===== src/rtl/pipe_pkg.sv =====
// Shared types and default widths for the EX->MEM pipeline boundary.
package pipe_pkg;

    localparam int DATA_W = 32;
    localparam int RD_W   = 5;
    localparam int M_W    = 4;
    localparam int WB_W   = 2;

    typedef enum logic [1:0] {
        EMPTY = 2'd0,
        ONE   = 2'd1,
        FULL  = 2'd2
    } skid_state_e;

    // Default-width payload; the register module rebuilds the same layout from its own parameters.
    typedef struct packed {
        logic              zero;
        logic [DATA_W-1:0] result;
        logic [DATA_W-1:0] write_data;
        logic [RD_W-1:0]   rd;
        logic [M_W-1:0]    ctrl_m;
        logic [WB_W-1:0]   ctrl_wb;
    } ex_mem_payload_t;

endpackage


===== src/rtl/sat_counter.sv =====
// Up-counter that sticks at all-ones; shared by the stall counter and perf counters.
module sat_counter #(
    parameter int W = 16
) (
    input  logic         clk,
    input  logic         rst,
    input  logic         inc,
    output logic [W-1:0] count
);

    logic [W-1:0] r_count;

    always_ff @(posedge clk) begin
        if (rst) begin
            r_count <= '0;
        end else if (inc && (r_count != '1)) begin
            r_count <= r_count + W'(1);
        end
    end

    assign count = r_count;

endmodule


===== src/rtl/ex_mem_skid_reg.sv =====
// EX->MEM boundary register: two-entry skid buffer so in_ready never depends
// combinationally on out_ready, plus flush and a saturating stall counter.
module ex_mem_skid_reg #(
    parameter int DATA_W = pipe_pkg::DATA_W,
    parameter int RD_W   = pipe_pkg::RD_W,
    parameter int M_W    = pipe_pkg::M_W,
    parameter int WB_W   = pipe_pkg::WB_W,
    parameter int CNT_W  = 16
) (
    input  logic              clk,
    input  logic              rst,
    input  logic              flush,
    input  logic              in_valid,
    output logic              in_ready,
    input  logic              in_zero,
    input  logic [DATA_W-1:0] in_result,
    input  logic [DATA_W-1:0] in_write_data,
    input  logic [RD_W-1:0]   in_rd,
    input  logic [M_W-1:0]    in_ctrl_m,
    input  logic [WB_W-1:0]   in_ctrl_wb,
    output logic              out_valid,
    input  logic              out_ready,
    output logic              out_zero,
    output logic [DATA_W-1:0] out_result,
    output logic [DATA_W-1:0] out_write_data,
    output logic [RD_W-1:0]   out_rd,
    output logic [M_W-1:0]    out_ctrl_m,
    output logic [WB_W-1:0]   out_ctrl_wb,
    output logic [CNT_W-1:0]  stall_cnt
);

    import pipe_pkg::*;

    typedef struct packed {
        logic              zero;
        logic [DATA_W-1:0] result;
        logic [DATA_W-1:0] write_data;
        logic [RD_W-1:0]   rd;
        logic [M_W-1:0]    ctrl_m;
        logic [WB_W-1:0]   ctrl_wb;
    } payload_t;

    skid_state_e r_state;
    skid_state_e w_next_state;
    payload_t    r_main;
    payload_t    r_skid;
    payload_t    w_in_payload;
    payload_t    w_main_src;
    logic        w_in_xfer;
    logic        w_out_xfer;
    logic        w_load_main;
    logic        w_load_skid;
    logic        w_main_from_skid;

    assign in_ready   = (r_state != FULL);
    assign out_valid  = (r_state != EMPTY);
    assign w_in_xfer  = in_valid & in_ready;
    assign w_out_xfer = out_valid & out_ready;

    assign w_in_payload = '{zero: in_zero, result: in_result, write_data: in_write_data,
                            rd: in_rd, ctrl_m: in_ctrl_m, ctrl_wb: in_ctrl_wb};

    always_ff @(posedge clk) begin
        if (rst) begin
            r_state <= EMPTY;
        end else begin
            r_state <= w_next_state;
        end
    end

    always_comb begin
        w_next_state = r_state;
        if (flush) begin
            w_next_state = EMPTY;
        end else begin
            case (r_state)
                EMPTY:   if (w_in_xfer) w_next_state = ONE;
                ONE: begin
                    if (w_in_xfer && !w_out_xfer) begin
                        w_next_state = FULL;
                    end else if (!w_in_xfer && w_out_xfer) begin
                        w_next_state = EMPTY;
                    end
                end
                FULL:    if (w_out_xfer) w_next_state = ONE;
                default: w_next_state = EMPTY;
            endcase
        end
    end

    // Flush suppresses every load; the stale payload is hidden by out_valid=0.
    always_comb begin
        w_load_main      = 1'b0;
        w_load_skid      = 1'b0;
        w_main_from_skid = 1'b0;
        if (!flush) begin
            case (r_state)
                EMPTY: w_load_main = w_in_xfer;
                ONE: begin
                    w_load_main = w_in_xfer & w_out_xfer;
                    w_load_skid = w_in_xfer & ~w_out_xfer;
                end
                FULL: begin
                    w_load_main      = w_out_xfer;
                    w_main_from_skid = 1'b1;
                end
                default: ;
            endcase
        end
    end

    assign w_main_src = w_main_from_skid ? r_skid : w_in_payload;

    always_ff @(posedge clk) begin
        if (rst) begin
            r_main <= '0;
            r_skid <= '0;
        end else begin
            if (w_load_main) r_main <= w_main_src;
            if (w_load_skid) r_skid <= w_in_payload;
        end
    end

    assign out_zero       = r_main.zero;
    assign out_result     = r_main.result;
    assign out_write_data = r_main.write_data;
    assign out_rd         = r_main.rd;
    assign out_ctrl_m     = r_main.ctrl_m & {M_W{out_valid}};
    assign out_ctrl_wb    = r_main.ctrl_wb & {WB_W{out_valid}};

    sat_counter #(.W(CNT_W)) u_stall_cnt (
        .clk   (clk),
        .rst   (rst),
        .inc   (out_valid & ~out_ready),
        .count (stall_cnt)
    );

endmodule


===== config.mk =====
export PLATFORM = sky130hd
export DESIGN_NAME = ex_mem_skid_reg
export DESIGN_NICKNAME = d
export VERILOG_FILES = /design/src/rtl/pipe_pkg.sv /design/src/rtl/sat_counter.sv /design/src/rtl/ex_mem_skid_reg.sv
export SDC_FILE = /design/constraint.sdc
export NUM_CORES = 1
export LEC_CHECK = 0
export CAP_MARGIN = 40
export CELL_PAD_IN_SITES_DETAIL_PLACEMENT = 1
export CELL_PAD_IN_SITES_GLOBAL_PLACEMENT = 1
export CORE_ASPECT_RATIO = 0.8
export CORE_MARGIN = 2
export CORE_UTILIZATION = 38
export DETAILED_ROUTE_END_ITERATION = 12
export GPL_ROUTABILITY_DRIVEN = 0
export PLACE_DENSITY_LB_ADDON = 0.3
export SYNTH_ARGS = -nofsm -noshare
export SYNTH_HDL_FRONTEND = slang
export SYNTH_SLANG_ARGS = --single-unit

===== constraint.sdc =====
create_clock -name clk -period 2 [get_ports clk]
set_input_delay 0.4 -clock clk [delete_from_list [all_inputs] [get_ports clk]]
set_output_delay 0.4 -clock clk [all_outputs]
set_load 0.01 [all_outputs]

==> results of run 1 <==
[cells by family after synthesis]
logic type,Yosys count
flip-flops,170
buffers and inverters,153
AND/OR/NAND/NOR,219
AO/OA/AOI/OAI,252
adder cells (fa/ha/maj),1
multiplexers,88
[cell usage in the layout, fill, tap and decap left out, drive strengths merged, types with 2 or more instances in the layout]
cell type,synthesis,layout
buf,90,55
a2111oi,2,2
inv,4,10
or4,2,2
and4,3,3
a21oi,159,159
clkinv,0,3
dfxtp,170,170
clkbuf,59,19
nand3,6,6
clkdlybuf4s50,0,166
nand2b,5,5
a31oi,2,2
mux2i,78,78
nand2,157,157
a211oi,3,3
nor2,14,14
nor2b,17,17
nor3,6,6
o41ai,2,2
clkinvlp,0,3
nand4,4,4
bufinv,0,2
a311oi,78,78
mux2,10,10
dlygate4sd2,0,6
[flip-flops by register name, summed over array words and instances (netlist names)]
register	flops
r_skid	76
out_result	32
out_write_data	32
u_stall_cnt.count	16
r_main	6
out_rd	5
r_state	2
out_zero	1
[power groups by stage]
stage                     combinational (uW)  clock, uW  sequential (uW)
final                                    989       3370             3580
after global routing                    1070       3610             3590
after CTS                                997       3470             3580
after detailed placement                 986          0             3660
after global placement                   966          0             3660
after floorplan                          573          0             3640
[final timing paths]
| kind | from | end | slack [ns] | depth (start not counted) |
|---|---|---|---|---|
| min | rst | r_skid[53] | 0.43 | 2 |
| max reg2reg | r_state[0] | u_stall_cnt.count[6] | 0.06 | 6 |
| max | r_state[0] | u_stall_cnt.count[6] | 0.06 | 6 |
| min reg2reg | r_skid[58] | r_skid[58] | 0.45 | 2 |
[cell usage after synthesis (2+ instances only)]
library cell                count
sky130_fd_sc_hd__a2111oi_0      2
sky130_fd_sc_hd__nand4_1        3
sky130_fd_sc_hd__buf_6          5
sky130_fd_sc_hd__o41ai_1        2
sky130_fd_sc_hd__or4_1          2
sky130_fd_sc_hd__nor3_1         6
sky130_fd_sc_hd__nand2_1      157
sky130_fd_sc_hd__nor2b_1       17
sky130_fd_sc_hd__a21oi_1      159
sky130_fd_sc_hd__mux2_1         3
sky130_fd_sc_hd__nor2_1        12
sky130_fd_sc_hd__mux2i_1       78
sky130_fd_sc_hd__a211oi_1       3
sky130_fd_sc_hd__a311oi_1      78
sky130_fd_sc_hd__a31oi_1        2
sky130_fd_sc_hd__mux2_2         7
sky130_fd_sc_hd__and4_1         3
sky130_fd_sc_hd__buf_4         70
sky130_fd_sc_hd__nor2_2         2
sky130_fd_sc_hd__nand3_1        6
sky130_fd_sc_hd__buf_2         15
sky130_fd_sc_hd__inv_1          3
sky130_fd_sc_hd__dfxtp_1      170
sky130_fd_sc_hd__nand2b_1       5
sky130_fd_sc_hd__clkbuf_1      58
[worst reg2reg max path: stages (launching register included)]
cell	delay, ns
sky130_fd_sc_hd__dfxtp_1	0.38
sky130_fd_sc_hd__nor2_4	0.08
sky130_fd_sc_hd__buf_4	0.16
sky130_fd_sc_hd__buf_4	0.14
sky130_fd_sc_hd__or3_1	0.42
sky130_fd_sc_hd__a311oi_1	0.30
sky130_fd_sc_hd__mux2_1	0.35
[per-layer routing]
| metal | GRT usage | vias up |
|---|---|---|
| met5 | 0 | - |
| met4 | 0.0365 | 0 |
| met3 | 0.0532 | 7 |
| met2 | 0.337 | 125 |
| met1 | 0.259 | 3166 |
| li1 | - | 3296 |
[cell type report]
cell class | instances | area, um2
clock inverter | 14 | 161
sequential | 170 | 3400
timing repair buffer | 228 | 2390
inverter | 4 | 17.5
multi-input combinational | 560 | 3500
clock buffer | 18 | 429
tap | 264 | 330
fill | 2305 | 9680
[what timing repair did]
action	in CTS	in global routing
setup endpoints to repair	8	2
hold endpoints to repair	0	0
setup buffers	3	0
pin swaps	1	0
gates resized for setup	9	3
[per-stage QoR]
stage	util	hold slack (ns)
2_1_floorplan	-	0.436
3_3_place_gp	0.483	0.441
3_5_place_dp	0.483	0.448
4_1_cts	0.514	0.415
5_1_grt	0.514	0.438
6_report	0.514	0.429
==> flow_results.org, run 1 <==
** CTS
- Hold-fix buffer count after cts :: 0
- Clock slew at reported path FFs :: ~0.070 ns
- In this run the number of H-tree levels came out at 4.
- In this run the clock root is driven by a sky130_fd_sc_hd__clkbuf_16.
- Max clock buf depth :: 2
- CTS tree :: built
- Worst skew pair latency :: 0.43 ns
- The clock drives 170 sinks.
- Clock tree synthesis inserted a total of 17 buffers.

** Critical path
- At the worst endpoint, the required time is 2.31 ns.
- Sequence of cells on the critical path :: nor2_4 > buf_4 > buf_4 > or3_1 > a311oi_1 > mux2_1
- Maximum fanout count along the critical path :: 5
- Crit start category :: flip-flop
- By instance count, the cell type seen most on the critical path is sky130_fd_sc_hd__buf_4.
- Critical path type :: reg2reg
- Crit path capture type :: flip-flop
- Buffers and inverters on the worst path :: 2
- On the critical path the largest part of the delay comes from simple AND/OR/NAND/NOR gates.
- STA puts the critical path data arrival time at 2.25 ns.
- The largest individual stage delay along the critical path comes from the cell sky130_fd_sc_hd__or3_1.
- Worst stage delay on the critical path :: 0.42 ns

** Routing
- The first routing iteration left 346 violations.
- For this block, wires on met1 add up to 9.99 mm.
- The detailed router placed 6,594 vias in this run.
- The pre-antenna-repair detailed-routing pass consisted of 7 iterations.
- Detail Route met3 WL :: 1.04 mm
- Per-cell routed wire length :: 17.1 um
- Summed over all nets, wire length on met2 after detailed routing comes to 10.3 mm.
- Final Routed Wirelength :: 21.5 mm
- DRC violation count after routing :: 0
- Final antenna-violating net count :: 0
- After detailed routing, no signal wire sits above met4.
- Vias per Instance :: 5.24

** Place
- Buffers placed on the I/O ports in this run total 174.
- Timing analysis after detailed placement gives a worst setup slack of -0.306 ns.
- The number of placed instances, taps included, is 1,223.
- In this run the cell area measured after placement is 0.00962 mm2.
- Once detailed placement completed, the half-perimeter wirelength came to 14.3 mm.

** Timing
- The final count of pins violating max slew is 0.
- Headroom to the max-slew limit came out at 0.640.
- Final setup violation count :: 0
- Dividing the final minimum period by the clock period gives 0.970.
- Setup total negative slack on the finished layout was measured at 0 ns.
- In the post-route analysis, the smallest setup slack over all paths is about 0.06 ns.
- Transition time at the pin with the least slew margin :: 0.540 ns
- The number of hold-slack violations in the final timing report came to 0.
- The worst path in the final design needs a cycle of 1.94 ns, including I/O delays and setup.
- Max Fclk :: slightly above 500 MHz
- Across the routed clock network, the largest skew measured is a little over 0.01 ns.

** Synth
- Fraction of the mapped netlist area in adder cells :: 0.00161
- By area the synthesized netlist is led by sky130_fd_sc_hd__dfxtp_1, sky130_fd_sc_hd__a21oi_1, sky130_fd_sc_hd__mux2i_1, sky130_fd_sc_hd__a311oi_1, sky130_fd_sc_hd__nand2_1.
- sky130_fd_sc_hd__dfxtp_1 takes more of the synthesized area than any other cell.
- After synthesis the netlist holds a flip-flop and latch count of 170.
- Mean instance size in the synthesized netlist :: ~8.8 um2
- Of the total synthesized cell area, the portion taken by XOR and XNOR cells is 0.
- Of all flip-flops after synthesis, the portion carrying an async set or reset was 0.
- The most used flip-flop cell after synthesis is sky130_fd_sc_hd__dfxtp_1.
- Dominant combinational cell family by area after synthesis :: compound AO/OA/AOI/OAI gates
- Counting every instance in the synthesized netlist gives a little under 900.
- The cell area that synthesis handed to floorplanning was between 0.007 and 0.008 mm2.
- Synth Warn # :: 0
- Counting every net in the synthesized netlist gives 965.
- Number of enable flip-flop cells after synthesis :: 0
- Sequential share of the synthesized area :: 0.439
- Fraction of the mapped netlist area in compound gates :: 0.206
- Area fraction of the dominant cell type after synthesis :: 0.439
- Of the total synthesized cell area, the portion taken by AND, OR, NAND and NOR gates is 0.123.
- Mux cell area share after synthesis :: 0.115
- After synthesis, the netlist uses 40 different library cells.

** Power
- Cell internal pwr :: 5900 uW
- Of the total power, registers draw 0.451.
- The analysis attributes to cell leakage a power of around 0.0034 uW.
- Overall power consumption :: 7940 uW
- P_sw :: 2040 uW
- Clock network fraction of design power :: 0.425
- Of the total power, combinational logic draws 0.124.
- Power spread over the standard cell area amounts to 776 mW/mm2.
- IR analysis of the VDD net gives a maximum drop of a little under 400 uV.
- Switching fraction of total power :: 0.257

** Floorplanning
- The initial utilization of the core area, before any placement, comes to 0.390.
- Measured along the y axis, the die boundary spans 132 um.
- DIE WIDTH :: 164 um
- The die covers between 0.02 and 0.025 mm2.
- During I/O placement, the number of pins put on the boundary was 175.
- The region available for standard cell placement spans roughly 0.02 mm2.
- Row count :: 46

** Flow run
- The tool flagged a number of max-cap violations equal to 0.

** Run status
- Status :: complete, no violations

** Hold path
- The worst hold path belongs to the class in2reg.

** Cells and area
- Excluding fillers, the count of instances in the completed layout stands at 1,258.
- Of the cells placed in the final design, the portion with a size suffix greater than 1 is 0.105.
- Number of nets in the final layout :: 1,063
- Number of antenna repair diodes :: 0
- The finished cells cover approximately 0.010 mm2.
- The area growth from synthesis to layout is 31.9%.

** Global route
- Remaining global-route overflow :: 0
- Across every metal layer, demand over resource in global routing totals 0.200.
- Number of global-route vias before repair :: ~6,600
- Entering global routing, the biggest net connects just under 70 pins.
- First-pass GRT wire length :: 34.9 mm
- The number of antenna violations at the first check in global routing was 0.
Note: power is estimated with default switching activity, not from simulation.
==> run 2: changes to the inputs <==
--- a/config.mk
+++ b/config.mk
@@ -14,6 +14,7 @@
 export DETAILED_ROUTE_END_ITERATION = 12
 export GPL_ROUTABILITY_DRIVEN = 0
 export PLACE_DENSITY_LB_ADDON = 0.3
+export SETUP_SLACK_MARGIN = 0.15
 export SYNTH_ARGS = -nofsm -noshare
 export SYNTH_HDL_FRONTEND = slang
 export SYNTH_SLANG_ARGS = --single-unit
==> flow_results.org, run 2 (same netlist as run 1, synthesis figures left out) <==
** Hold path
- The worst hold path belongs to the class in2reg.
- The worst hold path begins at rst.

** Timing
- The peak clock frequency supported by timing was 554 MHz (+7.5%).
- Aggregate negative setup slack :: 0 ns (unchanged)
- The final critical-path setup slack is 0.196 ns (+0.136 ns).
- The number of hold-slack violations in the final timing report came to 0 (unchanged).
- The part of the cycle the worst path needs is 0.902 (-0.0679).
- Unrepaired setup endpoints after global routing :: true
- The final critical-path required period is 1.80 ns (-0.136 ns).
- The tightest slew margin relative to the limit was 0.639 (about the same).
- Post-route clock skew :: 0.00950 ns (-0.000617 ns)
- The number of endpoints failing setup at the final stage is 0 (unchanged).
- The measured slew at the worst slew-check pin came to 0.541 ns (+0.000852 ns).
- Final Slew Violations :: 0 (unchanged)

** Cells and area
- The combined area of the multi-input logic cells came to 0.00354 mm2 (+1.1%).
- The net total in the final layout came to 1,071 (+0.75%).
- Number of flip-flops in the largest register :: 76 (unchanged)
- From synthesis to final layout, the design area changed by 34.2%.
- Register with the most flip-flops :: r_skid
- Design area :: 0.0104 mm2 (+1.7%)
- Number of antenna repair diodes :: 0 (unchanged)
- The layout cell share with drive strength beyond 1 is 0.134 (+0.0291).
- The total area of sequential cells came to 0.00342 mm2 (+0.40%).
- Final standard cell utilization of the core :: 0.523 (+0.00886)
- The count of fill cells added during filler insertion came to 2,295 (-0.43%).
- The library cells used most frequently in the layout, excluding fill and tap cells, are sky130_fd_sc_hd__a21oi_1, sky130_fd_sc_hd__dfxtp_1, sky130_fd_sc_hd__clkdlybuf4s50_1.

** Critical path
- Crit path required time :: 1.60 ns (-0.71 ns)
- FF-to-FF Start :: u_stall_cnt.count[0]
- Crit path capture type :: output port
- STA classifies the critical path startpoint as a flip-flop.
- Critical Path AT :: 1.40 ns (-0.85 ns)
- The critical path in this run is classified as reg2out.
- The critical-path maximum fanout was 4 (-1).
- The most critical setup path has its startpoint at r_state[1].

** Flow run
- # Max-Cap Violations :: 0 (unchanged)

** Routing
- The routed wire length came to 22.7 mm (+5.8%).
- The DRC violation total after the first TritonRoute iteration is 354 (+2.3%).
- Detail Route met3 WL :: 1.13 mm (+8.1%)
- The antenna violation net count after detailed routing is 0 (unchanged).
- The wire length on met2 came to 11.1 mm (+7.6%).
- The detailed-route DRC error count was 0 (unchanged).
- Vias per Instance :: 5.30 (+1.0%)
- The first-pass detailed-route iteration total came to 4 (-3).
- The total number of vias came to 6,704 (+1.7%).
- The routed length on met1 came to 10.4 mm (+3.8%).
- The average wire per standard cell came to 17.9 um (+5.1%).
- Highest metal layer with signal wires :: met4

** Global route
- The number of antenna violations at the first check in global routing is 0 (unchanged).
- The pin count of the biggest net entering global routing is 69 (unchanged).
- First-pass GRT wire length :: 34.9 mm (about the same)
- The total global-route track usage is 0.200 (about the same).
- Remaining global-route overflow :: 0 (unchanged)
- Number of global-route vias before repair :: 6,600 (-0.061%)

** Place
- The HPWL after detailed placement is 14.3 mm (unchanged).
- The port buffer count came to 174 (unchanged).
- The post-place instance area is 0.00962 mm2 (unchanged).
- The pre-CTS worst setup slack came to -0.306 ns (unchanged).

** Floorplanning
- The area of the die came to 0.0216 mm2 (unchanged).
- Number of primary I/O pins :: 175 (unchanged)
- DIE WIDTH :: 164 um (unchanged)
- The placeable core area is 0.0199 mm2 (unchanged).
- Starting utilization of the core area :: 0.390 (unchanged)
- Vertical die dimension :: 132 um (unchanged)
- The site row count was 46 (unchanged).

** Run status
- The flow ran to the end, and the final reports show no timing, DRC or antenna violations.

** CTS
- The number of sinks on the clock net is 170 (unchanged).
- Clock slew at reported path FFs :: 0.07 ns (about the same)
- CTS tree :: built
- Buffer type at the clock tree root :: sky130_fd_sc_hd__clkbuf_16
- The insertion delay of the later-clocked pin in the worst-skew pair came to 0.42 ns (about the same).
- Number of levels the H-tree was split into :: 4 (unchanged)
- The total clock buffers created by CTS is 17 (unchanged).
- The count of hold-fix buffers inserted at cts came to 0 (unchanged).
- Max clock buf depth :: 2 (unchanged)

** Power
- Peak supply drop :: 359 uV (-7.6%)
- The cell area power density is 769 mW/mm2 (-0.96%).
- The cell leakage power was 0.00348 uW (+3.7%).
==> run 2: cell count changes in the layout (fill, tap and decap cells not counted), sizes merged <==
cell | before | now
clkdlybuf4s50 | 166 | 158
buf | 55 | 61
clkbuf | 19 | 23
clkdlybuf4s15 | 0 | 3
dlymetal6s2s | 0 | 3
==> run 2: critical path, cell delays in order (launching register included) <==
cell	delay [ns]
sky130_fd_sc_hd__dfxtp_2	0.34
sky130_fd_sc_hd__nor2_4	0.19
sky130_fd_sc_hd__buf_4	0.14
sky130_fd_sc_hd__inv_1	0.03
sky130_fd_sc_hd__dlygate4sd2_1	0.29
==> run 2: repair_timing <==
| action | CTS | global route |
|---|---|---|
| pin swaps | 1 | 3 |
| buffers inserted | 4 | 3 |
| gates cloned | 0 | 4 |
| resized for setup | 25 | 27 |
| setup endpoints to repair | 19 | 91 |
==> run 2: final timing paths <==
check	end	cells past startpoint	slack, ns
worst max-delay path	out_valid	4	0.20
worst min-delay path	r_skid[53]	2	0.43
worst max register to register	u_stall_cnt.count[8]	5	0.20
worst min register to register	r_skid[35]	2	0.46
==> run 2: power breakdown <==
group,switching [uW],internal (uW)
Combinational,497,548
Sequential,72.1,3510
Clock,1500,1880
Total,2070,5940
==> run 2: final cells by class <==
cell class              instances  area share
clock buffers                  18      0.0412
multi-input cells             560       0.340
well taps                     264      0.0317
flip-flops and latches        170       0.328
repair buffers                236       0.241
clock inverters                14      0.0155
inverters                       4     0.00168
==> run 2: stage by stage <==
stage	total power, uW	hold slack [ns]	instances
after CTS	8050	0.415	1259
final	8000	0.434	1266
after global placement	4620	0.441	1223
after global routing	8340	0.439	1266
after floorplan	4210	0.436	883
after detailed placement	4640	0.448	1223
==> run 2: metal layers <==
metal | track usage | up-vias
met2 | 0.337 | 129
met3 | 0.0532 | 5
met1 | 0.259 | 3257
met4 | 0.0365 | 0
li1 | - | 3313
met5 | 0 | -
==> run 3: changes to the inputs <==
--- a/config.mk
+++ b/config.mk
@@ -10,7 +10,7 @@
 export CELL_PAD_IN_SITES_GLOBAL_PLACEMENT = 1
 export CORE_ASPECT_RATIO = 0.8
 export CORE_MARGIN = 2
-export CORE_UTILIZATION = 38
+export CORE_UTILIZATION = 30
 export DETAILED_ROUTE_END_ITERATION = 12
 export GPL_ROUTABILITY_DRIVEN = 0
 export PLACE_DENSITY_LB_ADDON = 0.3
==> flow_results.org, run 3 (same netlist as run 1, synthesis figures left out) <==
** Power
- The peak supply drop is 537 uV (+50%).
- The net switching power figure was 2070 uW (+0.18%).
- Combinational group share of total power :: 0.127 (-0.004)
- The fraction of power consumed by the clock network is 0.429 (+0.007).
- The switching part of the total power is 0.257 (-0.00158).
- The internal power came to 6000 uW (+1.0%).
- The cell leakage power came to 0.00341 uW (-1.8%).
- The cell area power density was 774 mW/mm2 (+0.58%).
- Portion of total power attributed to sequential cells :: 0.444 (-0.004)
- Overall power consumption :: 8070 uW (+0.80%)

** Cells and area
- The count of fill cells added during filler insertion was 2,875 (+25%).
- The non-filler instance count after layout is 1,322 (+4.4%).
- Counting flops per register, the top entry is r_skid.
- Leaving out fill and tap cells, the most frequent cell in the layout is sky130_fd_sc_hd__clkdlybuf4s50_1.
- The net total in the final layout was 1,065 (-0.56%).
- The layout cell share with drive strength beyond 1 was 0.133 (-0.00120).
- Syn-to-layout area delta :: 34.5%
- The number of flip-flops under the largest register name is 76 (unchanged).
- Most frequent cells in the layout :: sky130_fd_sc_hd__clkdlybuf4s50_1, sky130_fd_sc_hd__a21oi_1, sky130_fd_sc_hd__dfxtp_1

** Hold path
- The startpoint identified for the worst hold timing path is rst.
- The path class of the tightest hold or removal check is in2reg.
- Number of instances on the worst hold path :: 2 (unchanged)
- For hold timing, the worst endpoint is r_skid[39].

** Critical path
- The worst path arrival time came to 2.17 ns (+0.77 ns).
- Maximum fanout count along the critical path :: 6 (+2)
- Destination of the worst register-to-register timing path :: u_stall_cnt.count[8]
- The required time of the worst setup path was 2.31 ns (+0.71 ns).
- The register-to-register setup slack was 0.14 ns (-0.06 ns).
- The startpoint identified for the worst register-to-register timing path is r_state[1].
- The worst setup path is of the reg2reg kind.
- Crit path capture type :: flip-flop
- The worst setup path is launched from a flip-flop.
- The path depth of the worst reg2reg path came to 7 (+2).

** Global route
- The total global-route track usage came to 0.162 (-0.0383).
- Number of global-route vias before repair :: 6,469 (-2.0%)
- The number of antenna violations at the first check in global routing came to 2 (+2).
- The global-route congestion overflow total is 0 (unchanged).
- First-pass GRT wire length :: 34.8 mm (about the same)
- Maximum number of pins on one net before global-route repair :: 72 (+4.3%)

** Floorplanning
- DIE WIDTH :: 184 um (+12%)
- The I/O pin count was 175 (unchanged).
- Die Outline Area :: 0.0272 mm2 (+26%)
- The site row count was 52 (+13%).
- The floorplan die height was 148 um (+12%).
- The effective utilization at floorplan is 0.306 (-0.0838).
- Core Region :: 0.0254 mm2 (+27%)

** Routing
- DRC violation count after routing :: 0 (unchanged)
- The routed wire length was 22.3 mm (-1.6%).
- Per-cell routed wire length :: 16.9 um (-5.8%)
- Drt pass-1 iters :: 6 (+2)
- Detailed router's first-iteration violation count :: 269 (-24%)
- Overall via count from detail_route :: 6,629 (-1.1%)
- Vias per Instance :: 5.01 (-5.3%)
- The antenna violation net count after detailed routing came to 0 (unchanged).

** Timing
- Time the final worst path needs with I/O delays and setup :: 1.86 ns (+0.0606 ns)
- The number of hold-slack violations in the final timing report is 0 (unchanged).
- Remaining max-slew budget at the tightest pin :: 0.732 (+0.0931)
- Max Fclk :: 536 MHz (-3.3%)
- Final setup violation count :: 0 (unchanged)
- Setup repair after global routing could not meet its margin everywhere.
- Aggregate negative setup slack :: 0 ns (unchanged)
- Setup WS post-layout :: 0.136 ns (-0.0606 ns)
- The part of the cycle the worst path needs came to 0.932 (+0.0303).
- Post-route clock skew :: 0.0101 ns (+0.000639 ns)
- The measured slew at the worst slew-check pin came to 0.402 ns (-0.140 ns).
- Final Slew Violations :: 0 (unchanged)

** CTS
- CTS tree :: built
- The insertion delay of the later-clocked pin in the worst-skew pair came to 0.43 ns (about the same).
- Number of levels the H-tree was split into :: 4 (unchanged)
- The clock slew seen by the registers of the worst setup and hold paths was 0.07 ns (about the same).
- Number of buffers inserted during clock tree synthesis :: 17 (unchanged)
- The maximum root-to-sink buffer count is 2 (unchanged).
- The number of sinks on the clock net was 170 (unchanged).
- Buffer type at the clock tree root :: sky130_fd_sc_hd__clkbuf_16

** Place
- Dpl cells :: 1,283 (+4.9%)
- Post-placement worst setup slack :: -0.215 ns (+0.0910 ns)
- Count of input and output buffers :: 174 (unchanged)
- The HPWL after detailed placement is 14.4 mm (+0.61%).

** Flow run
- The count of maximum capacitance violations is 0 (unchanged).

** Run status
- Status :: complete, no violations
==> run 3: per-layer routing <==
metal,track usage,share of wire
met5,0,0
met2,0.253,0.45
met1,0.220,0.49
met3,0.0431,0.053
met4,0.0416,0.0096
==> run 3: worst max-delay path by stage <==
stage / startpoint / endpoint / cells after the start
6_report: r_state[1] / u_stall_cnt.count[8] / 7
5_1_grt: r_state[1] / u_stall_cnt.count[8] / 7
4_1_cts: r_state[0] / out_ctrl_wb[1] / 5
3_5_place_dp: out_ready / u_stall_cnt.count[5] / 6
3_3_place_gp: out_ready / u_stall_cnt.count[12] / 6
2_1_floorplan: u_stall_cnt.count[0] / u_stall_cnt.count[6] / 5
==> run 3: power groups by stage <==
stage / combinational [uW] / sequential (uW) / clock (uW)
6_report: 1020 / 3580 / 3460
5_1_grt: 1110 / 3590 / 3720
4_1_cts: 1010 / 3580 / 3580
3_5_place_dp: 999 / 3660 / 0
3_3_place_gp: 987 / 3660 / 0
2_1_floorplan: 573 / 3640 / 0
==> run 3: critical path: stages (launching register included) <==
cell and delay (ns):
sky130_fd_sc_hd__dfxtp_2 0.35, sky130_fd_sc_hd__nor2_4 0.05, sky130_fd_sc_hd__buf_12 0.13, sky130_fd_sc_hd__buf_6 0.12, sky130_fd_sc_hd__buf_6 0.12, sky130_fd_sc_hd__or3_4 0.41
sky130_fd_sc_hd__a311oi_2 0.22, sky130_fd_sc_hd__mux2_1 0.36
==> run 3: cell type report <==
type	instances	area [um2]	area share
repair buffers	230	2420	0.232
clock inverters	13	156	0.0150
well taps	324	405	0.0389
multi-input cells	560	3550	0.340
inverters	4	17.5	0.00168
flip-flops and latches	170	3420	0.328
diodes	2	5.00	0.000480
clock buffers	19	453	0.0434
==> run 3: through the flow <==
stage,instance area [um2],hold slack [ns],util
floorplan,7760,0.436,-
global placement,9680,0.441,0.381
detailed placement,9680,0.447,0.381
CTS,10400,0.356,0.409
global route,10400,0.379,0.411
finish,10400,0.380,0.411
==> run 3: timing repair <==
action / in CTS / in global routing
pin swaps: 4 / 3
resized for setup: 46 / 10
hold buffers: 0 / 0
buffers inserted: 3 / 1
gates cloned: 0 / 1
endpoints found under the setup margin: 22 / 53
